--- src/rtl/ota_sampler_pkg.sv ---
// Shared types and constants for the OTA output sampler.
// Holds the sequencer state encoding and the front-end pipeline depths.
package ota_sampler_pkg;

  typedef enum logic [1:0] {
    IDLE  = 2'd0,
    ARM   = 2'd1,
    ACCUM = 2'd2,
    HOLD  = 2'd3
  } sampler_state_t;

  localparam int SYNC_STAGES = 2;
  localparam int VOTE_TAPS   = 3;
  localparam int ARM_CYCLES  = 3;

  function automatic logic maj3(input logic a, input logic b, input logic c);
    return (a & b) | (a & c) | (b & c);
  endfunction

endpackage

--- src/rtl/ota_sync_vote.sv ---
// Front end: synchronises the OTA output and enable into the clock domain,
// deglitches the output with a 3-tap majority vote and keeps enable aligned.
module ota_sync_vote
  import ota_sampler_pkg::*;
(
  input  logic clk_i,
  input  logic rst_i,
  input  logic ota_out_i,
  input  logic ota_en_i,
  output logic f_o,
  output logic q_o
);

  logic [SYNC_STAGES-1:0] out_sync_q;
  logic [SYNC_STAGES-1:0] en_sync_q;
  logic [VOTE_TAPS-2:0]   s_hist_q;
  logic                   s;
  logic                   q_s;
  logic                   f_d;
  logic                   f_q;
  logic                   q_q;

  assign s   = out_sync_q[SYNC_STAGES-1];
  assign q_s = en_sync_q[SYNC_STAGES-1];
  assign f_d = maj3(s, s_hist_q[0], s_hist_q[1]);

  // q is delayed one extra stage so it lines up with the registered vote
  always_ff @(posedge clk_i or posedge rst_i) begin
    if (rst_i) begin
      out_sync_q <= '0;
      en_sync_q  <= '0;
      s_hist_q   <= '0;
      f_q        <= 1'b0;
      q_q        <= 1'b0;
    end else begin
      out_sync_q <= {out_sync_q[SYNC_STAGES-2:0], ota_out_i};
      en_sync_q  <= {en_sync_q[SYNC_STAGES-2:0], ota_en_i};
      s_hist_q   <= {s_hist_q[VOTE_TAPS-3:0], s};
      f_q        <= f_d;
      q_q        <= q_s;
    end
  end

  assign f_o = f_q;
  assign q_o = q_q;

endmodule

--- src/rtl/ota_out_sampler.sv ---
// Measures a window of qualified, deglitched OTA samples: number of ones and
// number of value changes, returned over a valid/ready handshake.
module ota_out_sampler #(
  parameter int WIN_LOG2 = 8,
  parameter int TOG_W    = 8
) (
  input  logic                clk_i,
  input  logic                rst_i,
  input  logic                ota_out_i,
  input  logic                ota_en_i,
  input  logic                start_i,
  input  logic                cont_i,
  input  logic                abort_i,
  output logic                busy_o,
  output logic                result_valid_o,
  input  logic                result_ready_i,
  output logic [WIN_LOG2:0]   ones_o,
  output logic [TOG_W-1:0]    toggles_o
);
  import ota_sampler_pkg::*;

  localparam logic [WIN_LOG2:0] LAST_IDX = {1'b0, {WIN_LOG2{1'b1}}};
  localparam logic [WIN_LOG2:0] CNT_ONE  = {{WIN_LOG2{1'b0}}, 1'b1};
  localparam logic [TOG_W-1:0]  TOG_ONE  = {{(TOG_W-1){1'b0}}, 1'b1};
  localparam logic [TOG_W-1:0]  TOG_MAX  = '1;
  localparam logic [1:0]        ARM_LAST = 2'(ARM_CYCLES - 1);

  sampler_state_t    state_q;
  logic [1:0]        arm_cnt_q;
  logic [WIN_LOG2:0] cnt_q;
  logic [WIN_LOG2:0] ones_q;
  logic [TOG_W-1:0]  tog_q;
  logic              prev_f_q;
  logic              cont_q;
  logic              busy_q;
  logic              valid_q;

  logic              f;
  logic              q;
  logic              toggle_d;
  logic              handshake_d;

  ota_sync_vote u_front (
    .clk_i     (clk_i),
    .rst_i     (rst_i),
    .ota_out_i (ota_out_i),
    .ota_en_i  (ota_en_i),
    .f_o       (f),
    .q_o       (q)
  );

  // the first sample of a window has no predecessor, so it never toggles
  assign toggle_d    = (cnt_q != '0) && (f != prev_f_q) && (tog_q != TOG_MAX);
  assign handshake_d = valid_q && result_ready_i;

  always_ff @(posedge clk_i or posedge rst_i) begin
    if (rst_i) begin
      state_q   <= IDLE;
      arm_cnt_q <= '0;
      cnt_q     <= '0;
      ones_q    <= '0;
      tog_q     <= '0;
      prev_f_q  <= 1'b0;
      cont_q    <= 1'b0;
      busy_q    <= 1'b0;
      valid_q   <= 1'b0;
    end else if (abort_i) begin
      state_q <= IDLE;
      busy_q  <= 1'b0;
      valid_q <= 1'b0;
    end else begin
      case (state_q)
        IDLE: begin
          if (start_i) begin
            state_q   <= ARM;
            busy_q    <= 1'b1;
            arm_cnt_q <= '0;
            cnt_q     <= '0;
            ones_q    <= '0;
            tog_q     <= '0;
            cont_q    <= cont_i;
          end
        end
        ARM: begin
          if (arm_cnt_q == ARM_LAST) begin
            state_q <= ACCUM;
          end else begin
            arm_cnt_q <= arm_cnt_q + 2'd1;
          end
        end
        ACCUM: begin
          if (q) begin
            cnt_q    <= cnt_q + CNT_ONE;
            ones_q   <= ones_q + {{WIN_LOG2{1'b0}}, f};
            prev_f_q <= f;
            if (toggle_d) begin
              tog_q <= tog_q + TOG_ONE;
            end
            if (cnt_q == LAST_IDX) begin
              state_q <= HOLD;
            end
          end
        end
        HOLD: begin
          // valid rises one cycle after the window closes and stays until taken
          if (handshake_d) begin
            valid_q <= 1'b0;
            if (cont_q) begin
              state_q <= ACCUM;
              cnt_q   <= '0;
              ones_q  <= '0;
              tog_q   <= '0;
            end else begin
              state_q <= IDLE;
              busy_q  <= 1'b0;
            end
          end else begin
            valid_q <= 1'b1;
          end
        end
        default: begin
          state_q <= IDLE;
          busy_q  <= 1'b0;
          valid_q <= 1'b0;
        end
      endcase
    end
  end

  assign busy_o         = busy_q;
  assign result_valid_o = valid_q;
  assign ones_o         = ones_q;
  assign toggles_o      = tog_q;

endmodule

--- config.mk ---
export PLATFORM = sky130hd
export DESIGN_NAME = ota_out_sampler
export DESIGN_NICKNAME = d
export VERILOG_FILES = /design/src/rtl/ota_sampler_pkg.sv /design/src/rtl/ota_sync_vote.sv /design/src/rtl/ota_out_sampler.sv
export SDC_FILE = /design/constraint.sdc
export NUM_CORES = 1
export LEC_CHECK = 0
export CAP_MARGIN = 15
export CORE_ASPECT_RATIO = 1.75
export CORE_MARGIN = 4
export CORE_UTILIZATION = 55
export DETAILED_ROUTE_END_ITERATION = 12
export PLACE_DENSITY = 0.78
export SLEW_MARGIN = 40
export SYNTH_ARGS = -nofsm -noshare
export SYNTH_HDL_FRONTEND = slang
export SYNTH_SLANG_ARGS = --single-unit
--- constraint.sdc ---
create_clock -name clk_i -period 4.9 [get_ports clk_i]
set_input_delay 0.98 -clock clk_i [delete_from_list [all_inputs] [get_ports clk_i]]
set_output_delay 0.98 -clock clk_i [all_outputs]
set_load 0.01 [all_outputs]
==> results.yml <==
status:
  status: "finished, final reports clean"
drt:
  firstDrtPassIters: 5
  drcViolationCount: 0
  ant_nets: 0
  drt_iter0_markers: 52
  vias: 1830
  via_per_inst: 6.00
  top_layer_used: "met4"
  wl_per_cell_um: 14.8
  wl_met1_um: 1850
  wl_met2_um: 2460
  routed-wl-met3_um: 116
  finalWirelength_um: 4520
cts:
  clk_latency_ps: 290
  cts_resized: 0
  post-cts-setup-buffers: 0
  cts.path.max_buffers: 2
  postCtsHoldBufs: 0
  root_buffer: "clkbuf_8"
  path_clk_slew_ps: 80
  cts_buffers: 5
  cts_max_level: 2
  cts_tree: "yes"
  clock-sinks: 42
sta:
  relSlewSlack_pct: 48.3
  tns_ps: 0
  setup_slack_ps: 2430
  fin_crit_ps: 2470
  finalHoldViolations: 0
  fmax_mhz: 406
  period_share_pct: 50.3
  skew_ps: 3.66
  rsz0062_at_grt: "no"
  final_max_slew_viol_count: 0
  setup_violations: 0
  tightestPinTransition_ps: 773
  holdWs_ps: 355
layout:
  post-route-util_pct: 66.7
  drive_gt1_share_pct: 7.78
  antenna_cells: 0
  area_growth_pct: 17.6
  seq_area_um2: 1050
  multi_input_area_um2: 1030
  nFillCells: 337
  nets: 271
logic_synthesis:
  ys_seq_area_share_pct: 48.4
  synth_edf_count: 0
  syn_nets: 247
  yosys_warnings: 0
  netlist_instances: 232
  synth_compound_area_share_pct: 19.1
  synth.area.mux_share_pct: 1.96
  synthSimpleGateAreaFrac_pct: 20.9
  synth_top_family_by_area: "simple AND/OR/NAND/NOR gates"
  synth_xor_area_share_pct: 0.404
  synth_fa_ha_area_share_pct: 4.50
  ys_async_sr_fraction_pct: 100
  synth.distinct_cells: 43
  syn_area_per_cell_um2: 9.35
  ys_seq_elements: 42
  synth-main-ff-cell: "dfrtp_1"
  syn-cell-area_um2: 2170
grt:
  antenna_found_initial: 0
  grt_pass1_vias: 1786
  grt_first_pass_wirelength_um: 8170
  grt_usage_pct: 19.8
  overflow: 0
  grt_max_degree: 43
floorplan:
  rows: 30
  io_pins: 27
  chipHeight_um: 91.1
  start_util_pct: 56.7
  dieArea_um2: 5050
  core_um2: 3830
  die_x_um: 55.5
placement:
  hpwl_um: 3180
  io_buffers: 26
  post-place-ws_ps: 2000
  place.gp.congestion: 0.748
power:
  netSwitchingPower_mw: 0.356
  pwr-share-seq_pct: 45.1
  power.internal_mw: 0.672
  fin_total_pwr_mw: 1.03
  combPwrFrac_pct: 30.1
  peakVddDrop_v: 0.000301
  power_density_nw_per_um2: 403
  leakagePower_nw: 1.12
  swShare_pct: 34.6
  p_clk_share_pct: 24.7
critical_path:
  reg2reg_from: "state_q[1]"
  startpoint: "abort_i"
  setup.worst_path.class: "input pin to flop"
  worstPathRequired_ps: 5110
  arrival_ps: 2680
  crit_path_end_kind: "flop"
  critPathLaunchType: "input pin"
  cp_max_fo: 16
min_path:
  hp-class: "flop to flop"
  hold_path.startpoint: "u_front.out_sync_q[0]"
job:
  drv_cap: 0
==> metal layers <==
layer / up-vias / track usage (%)
met2: 32 / 35.2
met5: - / 0
met1: 902 / 23.1
met4: 0 / 9.53
met3: 11 / 2.42
li1: 885 / -
==> synthesized netlist by cell type, drive strengths merged, types with 5 or more instances <==
library cell	n	share of area [%]
a21oi	12	2.8
nand2	32	5.5
o21ai	42	9.7
a31oi	6	1.7
dfrtp	42	48
and3	10	2.9
nand4	5	1.4
ha	7	4.0
inv	10	1.7
nand3	6	1.4
buf	8	2.7
nor2	14	2.4
==> registers in the layout, indices dropped and copies added (netlist names), 2 cells and up <==
signal,flops
u_front.out_sync_q,2
u_front.s_hist_q,2
u_front.en_sync_q,2
state_q,2
toggles_o,8
cnt_q,9
ones_o,9
arm_cnt_q,2
==> power groups by stage <==
stage	Clock, mW	Combinational, mW	Sequential [mW]
after global placement	0	0.303	0.468
final	0.254	0.310	0.464
after global routing	0.280	0.352	0.475
after floorplan	0	0.243	0.451
after CTS	0.262	0.311	0.463
after detailed placement	0	0.310	0.469
==> worst max-delay path: stages <==
cell and delay [ps]:
clkdlybuf4s50_1 650, nor3b_4 660, nand2_1 200, o22ai_1 180
==> per-stage QoR <==
stage | instances | area (µm²)
2_1_floorplan | 232 | 2170
3_3_place_gp | 297 | 2430
3_5_place_dp | 297 | 2440
4_1_cts | 305 | 2550
5_1_grt | 305 | 2550
6_report | 305 | 2550
==> layout make-up <==
type / count / share of cell area (%)
tap: 48 / 2.35
sequential: 42 / 41.2
multi-input combinational: 170 / 40.2
timing repair buffer: 27 / 10.5
clock buffer: 8 / 4.31
inverter: 10 / 1.47
==> placed cells by master (no fill, tap or decap), types with 2 or more instances in the layout <==
cell type / count
dfrtp_1: 42
nand2_1: 32
o21ai_0: 31
clkdlybuf4s50_1: 26
nor2_1: 14
a21oi_1: 12
o21ai_1: 11
and3_1: 10
inv_1: 9
clkbuf_8: 8
ha_1: 7
a31oi_1: 6
nand3_1: 6
nand4_1: 5
or4_1: 3
nor3_1: 3
and2_1: 2
mux2i_1: 2
and4_1: 2
nor4_1: 2
mux2_2: 2
==> logic make-up after synthesis <==
family / Yosys count
flip-flops: 42
buffers and inverters: 20
AND/OR/NAND/NOR: 87
multiplexers: 4
AO/OA/AOI/OAI: 70
XOR/XNOR: 1
adder cells (fa/ha/maj): 8
==> final timing paths <==
kind / cells after the start / endpoint / slack [ps]
hold / removal: 0 / u_front.out_sync_q[1] / 350
setup / recovery: 4 / toggles_o[1] / 2430
min in group asynchronous: 3 / u_front.out_sync_q[1] / 1110
hold reg to reg: 0 / u_front.out_sync_q[1] / 350
max in group asynchronous: 3 / toggles_o[5] / 3420
setup reg to reg: 4 / toggles_o[1] / 2480
Power figures use the tool's default switching activity.
